### src/rtl/pc_fetch_unit.sv
// Program counter and next-address selection for the single-cycle MIPS core.
// PC[31] doubles as the kernel-mode flag; irq/exception vectoring lives here.
module pc_fetch_unit (
    input  logic        clk,
    input  logic        reset,
    output logic [31:0] pc,
    output logic [31:0] pc_plus4,
    input  logic        branch_taken,
    input  logic [15:0] branch_imm,
    input  logic        jump,
    input  logic [25:0] jump_idx,
    input  logic        jr,
    input  logic [31:0] jr_target,
    input  logic        undef_op,
    input  logic        irq,
    output logic        squash,
    output logic        xp_wr,
    output logic [31:0] xp_addr,
    output logic        kernel,
    output logic [31:0] instret
);

    localparam logic [31:0] RESET_VEC = 32'h8000_0000;
    localparam logic [31:0] IRQ_VEC   = 32'h8000_0004;
    localparam logic [31:0] EXC_VEC   = 32'h8000_0008;

    logic        irq_pending;
    logic        irq_take;
    logic        exc_take;
    logic [31:0] br_target;
    logic [31:0] j_target;
    logic [31:0] jr_dest;
    logic [31:0] next_pc;

    assign pc_plus4 = pc + 32'd4;
    assign kernel   = pc[31];

    // An exception in the same cycle defers the interrupt; it stays pending.
    assign exc_take = undef_op;
    assign irq_take = irq_pending && !pc[31] && !undef_op;

    assign squash  = irq_take || exc_take;
    assign xp_wr   = squash;
    assign xp_addr = irq_take ? pc : pc_plus4;

    assign br_target = pc_plus4 + {{14{branch_imm[15]}}, branch_imm, 2'b00};
    assign j_target  = {pc_plus4[31:28], jump_idx, 2'b00};
    // Only kernel code may keep bit 31 set across a register jump.
    assign jr_dest   = {jr_target[31] & pc[31], jr_target[30:0]};

    always_comb begin
        next_pc = pc_plus4;
        if (exc_take)          next_pc = EXC_VEC;
        else if (irq_take)     next_pc = IRQ_VEC;
        else if (jr)           next_pc = jr_dest;
        else if (jump)         next_pc = j_target;
        else if (branch_taken) next_pc = br_target;
    end

    always_ff @(posedge clk) begin
        if (reset) begin
            pc          <= RESET_VEC;
            irq_pending <= 1'b0;
            instret     <= 32'd0;
        end else begin
            pc          <= next_pc;
            irq_pending <= irq || (irq_pending && !irq_take);
            if (!squash) instret <= instret + 32'd1;
        end
    end

endmodule

### config.mk
export PLATFORM = sky130hd
export DESIGN_NAME = pc_fetch_unit
export DESIGN_NICKNAME = d
export VERILOG_FILES = /design/src/rtl/pc_fetch_unit.sv
export SDC_FILE = /design/constraint.sdc
export NUM_CORES = 1
export LEC_CHECK = 0
export BUFFER_PORTS_ARGS = -buffer_cell sky130_fd_sc_hd__buf_4
export CAP_MARGIN = 20
export CORE_MARGIN = 2
export CORE_UTILIZATION = 51
export CTS_CLUSTER_DIAMETER = 200
export DETAILED_ROUTE_END_ITERATION = 8
export MAX_ROUTING_LAYER = met4
export PLACE_DENSITY_LB_ADDON = 0.1
export SYNTH_ARGS = -nofsm -noshare
export SYNTH_HDL_FRONTEND = slang
export SYNTH_SLANG_ARGS = --single-unit
### constraint.sdc
create_clock -name clk -period 5.1 [get_ports clk]
set_clock_uncertainty 0.15 [all_clocks]
set_input_delay 1.02 -clock clk [delete_from_list [all_inputs] [get_ports clk]]
set_output_delay 1.02 -clock clk [all_outputs]
set_load 0.02 [all_outputs]
# Word level (Yosys, flattened, before mapping)
# Index checks and enable logic that the tools add are counted.
[word_totals]
reg_bits = 65
inputBits = 81
out_inout_bits = 131
wordCells = 25
[op_classes]
addsub = 3
n_mux = 6
bitwise_logic = 1
n_reduce_logical = 10
[ops]
columns = ["cell", "count"]
rows = [
  ["32-bit two-way mux", 4],
  ["32-bit by 1-bit adder with 32-bit output (second input constant)", 1],
  ["32-bit by 3-bit adder with 32-bit output (second input constant)", 1],
  ["32-bit adder", 1],
  ["4-bit two-way mux", 2],
  ["1-bit logical AND", 3],
  ["1-bit logical NOT", 3],
  ["3-bit OR reduction", 1],
  ["1-bit logical OR", 2],
  ["2-bit OR reduction", 1],
  ["1-bit AND", 1],
]

# Longest topological paths before layout
# Gate-level depths: netlist of run 1.
[logic_depth]
ltp_word = 7
ltp_mapped = 18
ltp_nobuf = 16

# Least setup slack after synthesis of run 1
# Ideal clock, no wire load.
[synth_path]
path_kind = "register to register"
from = "register pc[2]"
to = "register pc[30]"
setup_ns = 0.122
arrival_time_ns = 4.140
required_time_ns = 4.828
setup_slack_ns = 0.689
stages_incl_launch_ff = 18
synth_period_minus_slack_ns = 4.411
path_cell_list = "dfxtp_1 > ha_1 > and3_2 > nand4_4 > or2_2 > clkbuf_1 > nor2_1 > xor2_1 > ha_1 > clkbuf_1 > a21o_1 > a21o_1 > or3_1 > nor3_2 > nor3_2 > a311oi_1 > a41oi_1 > o311a_1"
[synth_via]
elab_chain_len = 5
[synth_lines]
columns = ["element", "line_no", "source"]
rows = [
  ["start: declaration", "6", "output logic [31:0] pc,"],
  ["start signal: assignment", "66", "pc <= next_pc;"],
  ["32-bit by 3-bit adder with 32-bit output", "35", "assign pc_plus4 = pc + 32'd4;"],
  ["via pc_plus4[20]", "7", "output logic [31:0] pc_plus4,"],
  ["32-bit adder", "46", "assign br_target = pc_plus4 + {{14{branch_imm[15]}}, branch_imm, 2'b00};"],
  ["32-bit two-way mux", "57", "else if (branch_taken) next_pc = br_target;"],
  ["32-bit two-way mux", "56", "else if (jump) next_pc = j_target;"],
  ["32-bit two-way mux", "55", "else if (jr) next_pc = jr_dest;"],
]
# The timed path passes the listed nets, and every way through them passes these cells.
# A chain may end at the register's enable or synchronous reset.

# Worst setup path in the final report of run 1
[layout_path]
from = "register pc[2]"
to = "register pc[31]"
[layout_via]
elab_chain_len = 5
[layout_lines]
columns = ["element", "line_no"]
rows = [
  ["32-bit by 3-bit adder with 32-bit output *", "35"],
  ["32-bit adder", "46"],
  ["32-bit two-way mux", "57"],
  ["32-bit two-way mux *", "56"],
  ["32-bit two-way mux *", "55"],
]
# Every way passes the cells marked *; elsewhere a longest branch is shown, timed or not.

==> run_results.csv, run 1 <==
group,metric,value,unit
outcome,outcome,"complete, no violations",
setup_path,r2r-end,"pc[31]$_SDFF_PP1_",
synth,synth.area.mux_share,1.078,%
synth,ys_ff_latch,65,
cells_and_area,area_growth,31.85,%
detailed_routing,dr.pass1.iters,5,
min_path,holdCritPathClass,"flop to flop",
global_routing,grt_pass1_vias,5958,
synth,synthXorXnorAreaFrac,15.99,%
setup_path,cp.arrival,4.34,ns
power,peakVddDrop,0.1277,mV
setup_path,rrSetupSlack,0.81,ns
synth,ys_warn_count,0,
clock_network,cts.sinks,65,
clock_network,ctsResizeCount,0,
setup_path,timing.rr.start,"pc[2]$_SDFF_PP0_",
synth,synth_area_leaders,"dfxtp_1 (23%), ha_1 (8.1%), xnor2_1 (7.9%), xor2_1 (7.9%), nor2_1 (6.4%)",
synth,yosysMostFrequentCell,"nor2_1",
setup_path,crit_required,5.15,ns
min_path,worstHoldEndpoint,"irq_pending$_SDFF_PP0_",
floorplan,fp.dieArea,12010,um2
cells_and_area,drive_gt1_share,26.90,%
detailed_routing,wl,19750,um
synth,syn-instance-count,756,
setup_path,cp-end-kind,"flop",
power,total_leakage_power,3.532,nW
synth,synth_top_family_by_area,"simple AND/OR/NAND/NOR gates",
cells_and_area,fin_nets,1062,
synth,synthTopCellsByCount,"nor2_1 (97), nand2_1 (90), dfxtp_1 (65)",
synth,synthAdderAreaFrac,8.491,%
detailed_routing,drc_errors,0,
synth,avgSynthCellArea,7.524,um2
synth,synth_compound_area_share,21.43,%
timing,tightestPinTransition,0.9132,ns
synth,syn_area,5688,um2
timing,finalSetupTns,0,ns
detailed_routing,drtIter0Drc,468,
timing,slew_viol_final,0,
power,cellPowerDensity,202.3,nW/um2
synth,ys_seq_area_share,22.88,%
timing,timing.fmax,0.2331,GHz
synth,ys.flop_type,"dfxtp_1",
global_routing,grt_antenna_before_repair,0,
timing,rsz0062_at_grt,"no",
synth,yosysTopAreaCell,"dfxtp_1",
global_routing,grt_pass1_wl,30060,um
detailed_routing,vias_per_cell,5.873,
run,cap_violations,0,
clock_network,postCtsSetupRepairBufs,0,
floorplan,fp.dieW,109.6,um
setup_path,r2r_cells,15,
clock_network,clk_latency,0.36,ns
global_routing,grt_overflow,0,
clock_network,clk_pin_slew,0.08,ns
global_routing,grt_max_degree,47,
timing,setup_viol,0,
synth,async_flop_share,0,%
placed_design,globalplace.congestion,0.9052,
clock_network,clk_path_buf_depth,2,
min_path,hold_depth,2,
setup_path,path_class,"flop to flop",
global_routing,grtUsageTotal,33.29,%
timing,period_needed,4.289,ns
synth,syn-num-nets,875,
floorplan,die_h,109.6,um
timing,relSlewSlack,39.12,%
setup_path,crit_fanout,9,
power,power,0.001517,W
detailed_routing,detail_route.wl_per_cell,18.15,um
floorplan,io_pins,212,
synth,synthSimpleGateAreaFrac,25.56,%
placed_design,portBuffers,211,
floorplan,start_util,52.47,%
timing,hold_viol,0,
min_path,hold_start,"irq_pending$_SDFF_PP0_",
placed_design,dp.final_hpwl,15140,um
setup_path,worst_setup_path_start_kind,"flop",
synth,yosys.area.top_type_share,22.88,%
floorplan,core,10840,um2
detailed_routing,vias,6390,
floorplan,rows,38,
clock_network,root_buffer,"clkbuf_8",
clock_network,ctsHoldBuffers,0,
clock_network,cts_tree,"built",
synth,ys_types,75,
timing,fin_crit_sh,84.10,%
clock_network,cts_buffers,9,
cells_and_area,antennaDiodeCount,0,
clock_network,htreeDepth,3,
synth,synth_edf_count,0,
detailed_routing,antenna_left,0,
## logic make-up (layout without fill, tap and decap cells)
| family | Yosys count | after routing |
|---|---|---|
| AND/OR/NAND/NOR | 301 | 301 |
| AO/OA/AOI/OAI | 184 | 184 |
| XOR/XNOR | 103 | 103 |
| flip-flops | 65 | 65 |
| buffers and inverters | 59 | 251 |
| adder cells (fa/ha/maj) | 38 | 38 |
| multiplexers | 6 | 6 |
## per-layer routing
layer | vias up | share of wire, % | routed length [um] | GRT usage (%)
met5 | - | 0 | 0 | -
met4 | 0 | 2.6 | 516 | 13.47
met3 | 42 | 7.9 | 1564 | 4.149
met2 | 308 | 48 | 9402 | 54.76
met1 | 2989 | 42 | 8268 | 41.37
li1 | 3051 | - | - | -
## where the power goes
part / total, W / internal (W) / switching [W]
registers: 0.000551 / 0.000523 / 0.0000285
logic: 0.000493 / 0.000214 / 0.000278
clock network: 0.000473 / 0.000241 / 0.000232
total: 0.00152 / 0.000978 / 0.000539
## sequential cells by signal, indices dropped and copies added, names as in the netlist
| signal | cells |
|---|---|
| instret | 32 |
| pc | 32 |
| irq_pending | 1 |
## worst max path at each step
| stage | cells after the start | slack, ns | end | startpoint |
|---|---|---|---|---|
| 5_1_grt | 15 | 0.45 | pc[31]$_SDFF_PP1_ | pc[2]$_SDFF_PP0_ |
| 3_5_place_dp | 14 | 0.87 | pc[31]$_SDFF_PP1_ | pc[2]$_SDFF_PP0_ |
| 4_1_cts | 15 | 0.84 | pc[31]$_SDFF_PP1_ | pc[2]$_SDFF_PP0_ |
| 3_3_place_gp | 15 | 1.0 | pc[31]$_SDFF_PP1_ | pc[2]$_SDFF_PP0_ |
| 2_1_floorplan | 17 | 0.69 | pc[30]$_SDFF_PP0_ | pc[2]$_SDFF_PP0_ |
| 6_report | 15 | 0.81 | pc[31]$_SDFF_PP1_ | pc[2]$_SDFF_PP0_ |
## cells in the final DEF, fill, tap and decap left out, types with 16 or more instances in the layout
cell	n
buf_4	216
nor2_1	97
nand2_1	90
dfxtp_1	65
a21oi_1	53
xor2_1	51
xnor2_1	51
ha_1	37
o21ai_0	34
nand3_1	27
inv_1	19
a21o_1	16
## critical path: stages (launching register included)
cell and delay [ns]:
dfxtp_1 0.45, ha_1 0.27, and3_2 0.26, nand4_4 0.19, or2_2 0.41, xnor2_1 0.32, ha_1 0.43, a21oi_1 0.35
o211ai_1 0.15, a31oi_1 0.22, nor2_1 0.08, nor3b_1 0.40, o21a_1 0.19, a21oi_1 0.05, xor2_1 0.14, o211ai_1 0.09
## final cells by class
class / instances / area [um2]
clock inverters: 6 / 66.31
repair buffers: 216 / 1622
multi-input cells: 632 / 4126
fillers: 939 / 3341
clock buffers: 10 / 137.6
inverters: 19 / 71.32
well taps: 140 / 175.2
flip-flops and latches: 65 / 1301
## through the flow
step | cells | setup slack (ns) | instance area (um2) | hold slack (ns) | utilization (%)
floorplan | 756 | 0.6887 | 5688 | 0.2933 | -
global placement | 1072 | 0.9958 | 7296 | 0.3070 | 67.30
detailed placement | 1072 | 0.8718 | 7296 | 0.3278 | 67.30
CTS | 1088 | 0.8412 | 7500 | 0.3471 | 69.18
global route | 1088 | 0.4499 | 7500 | 0.3881 | 69.18
finish | 1088 | 0.8109 | 7500 | 0.3442 | 69.18
Note: power is estimated with default switching activity, not from simulation.
==> inputs of run 2 (changes only) <==
Settings changed: CORE_UTILIZATION 51 to 46.
Clock period 5.1 ns to 3.9 ns, I/O delays scaled along.
==> run_results.csv, run 2 (synthesized netlist as in run 1, its figures left out) <==
group,metric,value,unit
cells_and_area,multi_input_area,4289,um2
detailed_routing,antenna_left,0,
timing,period_needed,3.792,ns
detailed_routing,wl,21170,um
floorplan,fp.dieArea,13270,um2
setup_path,worst-path-buf-inv,1,
timing,fin_crit_sh,97.22,%
cells_and_area,drive_gt1_share,33.03,%
placed_design,globalplace.congestion,0.9497,
timing,slew_viol_final,0,
cells_and_area,final_cell_mix,"buf_4 (255), nor2_1 (95), nand2_1 (89), dfxtp_1 (54), a21oi_1 (53)",
global_routing,grt_max_degree,47,
timing,finalSetupTns,0,ns
floorplan,die_h,115.2,um
setup_path,worst_setup_path_start_kind,"flop",
min_path,holdCritPathClass,"flop to flop",
setup_path,path_common_cell,"nand2_1",
detailed_routing,vias,6547,
detailed_routing,detail_route.wl_per_cell,18.33,um
timing,setup_viol,0,
global_routing,grtUsageTotal,32.17,%
cells_and_area,layout_commonest_cell,"buf_4",
clock_network,root_buffer,"clkbuf_16",
cells_and_area,fillers,1078,
outcome,outcome,"complete, no violations",
power,p_switching,0.0007603,W
run,cap_violations,0,
clock_network,ctsHoldBuffers,0,
placed_design,place_area,7599,um2
clock_network,cts_buffers,9,
setup_path,cp-end-kind,"flop",
global_routing,grt_antenna_before_repair,0,
clock_network,cts.sinks,65,
floorplan,start_util,47.16,%
detailed_routing,vias_per_cell,5.668,
clock_network,cts_tree,"built",
placed_design,dp.final_hpwl,16250,um
timing,relSlewSlack,60.83,%
timing,tightestPinTransition,0.5875,ns
cells_and_area,antennaDiodeCount,0,
setup_path,path_class,"flop to flop",
detailed_routing,drc_errors,0,
placed_design,portBuffers,211,
setup_path,critical_path.top_delay_family,"compound AO/OA/AOI/OAI gates",
setup_path,worstPathCellList,"nand2_1 -> nor3_4 -> buf_4 -> nand2_1 -> xnor2_1 -> ha_1 -> and2_1 -> or2_1 -> a21o_1 -> a221o_1 -> o2111ai_2 -> a21oi_1 -> a31oi_1 -> mux2_2 -> a21oi_2",
timing,holdWs,0.3284,ns
global_routing,grt_pass1_wl,32220,um
power,p_seq_share,30.8,%
timing,hold_viol,0,
power,p_int,0.001570,W
cells_and_area,reg_top3,"instret (32), pc (32), irq_pending (1)",
cells_and_area,fin_area,8150,um2
setup_path,cpMaxStageDelayCell,"a221o_1",
power,switching_share,32.63,%
power,peakVddDrop,0.1770,mV
setup_path,crit_required,4.03,ns
floorplan,fp.dieW,115.2,um
clock_network,clk_path_buf_depth,2,
detailed_routing,drtIter0Drc,427,
global_routing,grt_pass1_vias,6231,
cells_and_area,area_growth,43.29,%
floorplan,core,12060,um2
setup_path,crit_fanout,6,
clock_network,clk_latency,0.34,ns
floorplan,io_pins,212,
cells_and_area,final_core_util,67.57,%
setup_path,critPathMaxStageDelay,0.41,ns
floorplan,rows,40,
global_routing,grt_overflow,0,
detailed_routing,dr.pass1.iters,5,
power,clkPwrFrac,39.4,%
power,cellPowerDensity,285.9,nW/um2
timing,setup_ws,0.1083,ns
setup_path,cp.arrival,3.92,ns
placed_design,post-place-ws,-0.09419,ns
clock_network,clk_pin_slew,0.06,ns
cells_and_area,fin_nets,1101,
power,total_leakage_power,3.837,nW
clock_network,htreeDepth,3,
timing,timing.fmax,0.2637,GHz
power,combPwrFrac,29.8,%
cells_and_area,seqCellArea,1333,um2
-- run 2: tightest hold or removal path, delay by kind of cell (launching register included) --
kind             cells  cell delay, ns
flip-flops           1            0.32
AND/OR/NAND/NOR      1            0.07
AO/OA/AOI/OAI        1            0.06
-- run 2: what timing repair did --
| action | in CTS | in global routing |
|---|---|---|
| setup endpoints to repair | 2 | 13 |
| pin swaps | 0 | 6 |
| gates resized for setup | 1 | 27 |
| setup buffers | 0 | 12 |
-- run 2: power groups by stage --
stage / Clock [W] / Combinational [W] / Sequential, W
global route: 0.000957 / 0.000750 / 0.000720
floorplan: 0 / 0.000380 / 0.000750
CTS: 0.000929 / 0.000672 / 0.000717
detailed placement: 0 / 0.000667 / 0.000731
finish: 0.000919 / 0.000695 / 0.000717
global placement: 0 / 0.000664 / 0.000730
-- run 2: area by class of cell --
type                       instances  area share [%]
clock buffer                      12           3.423
clock inverter                     4          0.6601
inverter                          19          0.8750
multi-input combinational        632           52.63
sequential                        65           16.35
tap                              168           2.579
timing repair buffer             255           23.49
-- run 2: stage by stage --
step / power (W) / cells
floorplan: 0.001130 / 756
global placement: 0.001394 / 1127
detailed placement: 0.001398 / 1127
CTS: 0.002317 / 1143
global route: 0.002427 / 1155
finish: 0.002330 / 1155
-- run 2: worst paths after layout --
check | startpoint | end | slack, ns | cells past startpoint
max | pc[7]$_SDFF_PP0_ | pc[28]$_SDFF_PP0_ | 0.11 | 15
min | irq_pending$_SDFF_PP0_ | irq_pending$_SDFF_PP0_ | 0.33 | 2
min reg2reg | irq_pending$_SDFF_PP0_ | irq_pending$_SDFF_PP0_ | 0.33 | 2
max reg2reg | pc[7]$_SDFF_PP0_ | pc[28]$_SDFF_PP0_ | 0.11 | 15
-- run 2: routing by layer --
layer / GRT usage [%] / share of wire (%) / vias up
met5: - / 0 / -
met3: 5.008 / 6.7 / 36
met4: 10.52 / 2.4 / 0
met2: 52.24 / 47 / 295
met1: 40.93 / 44 / 3084
li1: - / - / 3132
==> inputs of run 3 (changes only) <==
Settings changed: CORE_UTILIZATION 46 to 55.
Clock period 3.9 ns to 4.5 ns, I/O delays scaled along.
==> run_results.csv, run 3 (synthesized netlist as in run 1, its figures left out) <==
group,metric,value,unit
global_routing,grt_max_degree,47,
global_routing,grt_pass1_vias,6310,
global_routing,grt_pass1_wl,31810,um
clock_network,root_buffer,"clkbuf_8",
detailed_routing,antenna_left,0,
placed_design,portBuffers,211,
timing,tightestPinTransition,0.8299,ns
placed_design,globalplace.congestion,1.027,
timing,period_needed,4.228,ns
detailed_routing,wl_met1,8270,um
clock_network,htreeDepth,3,
cells_and_area,fillers,791,
floorplan,fp.dieW,105.7,um
floorplan,rows,37,
clock_network,cts_buffers,9,
timing,finalSetupTns,0,ns
setup_path,path_class,"flop to flop",
floorplan,die_h,105.7,um
detailed_routing,dr.pass1.iters,5,
cells_and_area,area_growth,32.89,%
clock_network,cts_tree,"built",
cells_and_area,layout_commonest_cell,"buf_4",
min_path,holdCritPathClass,"flop to flop",
detailed_routing,wl_met3,1691,um
global_routing,grt_overflow,0,
placed_design,dp.final_hpwl,15500,um
cells_and_area,antennaDiodeCount,0,
detailed_routing,drtIter0Drc,511,
detailed_routing,drc_errors,0,
timing,slew_viol_final,0,
floorplan,fp.dieArea,11170,um2
setup_path,cp-end-kind,"flop",
timing,holdWs,0.3414,ns
setup_path,cp.arrival,4.37,ns
power,cellPowerDensity,236.6,nW/um2
cells_and_area,fin_nets,1064,
detailed_routing,top_layer,"met4",
detailed_routing,detail_route.wl_per_cell,18.52,um
cells_and_area,reg_top3,"instret (32), pc (32), irq_pending (1)",
global_routing,grtUsageTotal,36.68,%
timing,fin_crit_sh,93.95,%
cells_and_area,final_core_util,74.21,%
detailed_routing,vias_per_cell,5.898,
detailed_routing,wl,20120,um
cells_and_area,drive_gt1_share,27.58,%
timing,hold_viol,0,
clock_network,clk_latency,0.36,ns
floorplan,io_pins,212,
timing,setup_viol,0,
timing,timing.fmax,0.2365,GHz
detailed_routing,vias,6405,
power,total_leakage_power,3.562,nW
clock_network,clk_pin_slew,0.08,ns
power,peakVddDrop,0.1591,mV
detailed_routing,wl_met2,9566,um
run,cap_violations,0,
clock_network,clk_path_buf_depth,2,
cells_and_area,final_cell_mix,"buf_4 (218), nor2_1 (97), nand2_1 (90), dfxtp_1 (64), a21oi_1 (52)",
timing,rsz0062_at_grt,"no",
timing,relSlewSlack,44.68,%
setup_path,crit_required,4.64,ns
floorplan,core,10180,um2
setup_path,worst_setup_path_start_kind,"flop",
floorplan,start_util,55.85,%
setup_path,crit_fanout,7,
global_routing,grt_antenna_before_repair,0,
clock_network,cts.sinks,65,
outcome,outcome,"complete, no violations",
run 3: area by class of cell:
type	instances	area, um2	area share, %
clock buffer	10	137.6	1.821
inverter	19	71.32	0.9436
sequential	65	1303	17.23
tap	136	170.2	2.251
clock inverter	6	90.09	1.192
multi-input combinational	632	4150	54.91
timing repair buffer	218	1637	21.65
run 3: timing repair:
action,4_1_cts,5_1_grt
gates resized for setup,0,6
hold buffers,0,0
buffers inserted,0,1
endpoints found under the setup margin,0,5
run 3: path summary, 6_finish.rpt:
kind / startpoint / endpoint / slack, ns / depth (start not counted)
worst min-delay path: irq_pending$_SDFF_PP0_ / irq_pending$_SDFF_PP0_ / 0.34 / 2
worst max register to register: pc[4]$_SDFF_PP0_ / pc[28]$_SDFF_PP0_ / 0.27 / 14
worst min register to register: irq_pending$_SDFF_PP0_ / irq_pending$_SDFF_PP0_ / 0.34 / 2
worst max-delay path: pc[4]$_SDFF_PP0_ / pc[28]$_SDFF_PP0_ / 0.27 / 14
run 3: power breakdown:
part | total [W] | internal (W) | switching (W)
Combinational | 0.000563 | 0.000245 | 0.000318
Sequential | 0.000625 | 0.000593 | 0.0000324
Clock | 0.000600 | 0.000329 | 0.000271
run 3: metal layers:
metal	track usage [%]	vias to the layer above
met5	-	-
met4	14.00	0
met3	6.432	55
met2	60.05	352
met1	45.19	2949
li1	-	3049
run 3: stage by stage:
| step | std cells | total power, W | setup slack (ns) | instance area, um2 |
|---|---|---|---|---|
| after floorplan | 756 | 0.0009744 | 0.08868 | 5688 |
| after global placement | 1069 | 0.001183 | 0.4372 | 7298 |
| after detailed placement | 1069 | 0.001189 | 0.2321 | 7298 |
| after CTS | 1085 | 0.001783 | 0.2052 | 7526 |
| after global routing | 1086 | 0.001857 | 0.06035 | 7559 |
| final | 1086 | 0.001788 | 0.2722 | 7559 |
run 3: worst max-delay path, cell delays in order (launching register included):
cell and delay [ns]:
dfxtp_1 0.44, nand3_1 0.26, nor3_4 0.30, buf_4 0.19, and3_1 0.22, xor2_1 0.29
ha_1 0.37, a21oi_1 0.17, o21ai_0 0.15, a221o_1 0.42, o2111ai_1 0.32, a21oi_1 0.17
a31oi_1 0.24, mux2_2 0.37, a21oi_2 0.12
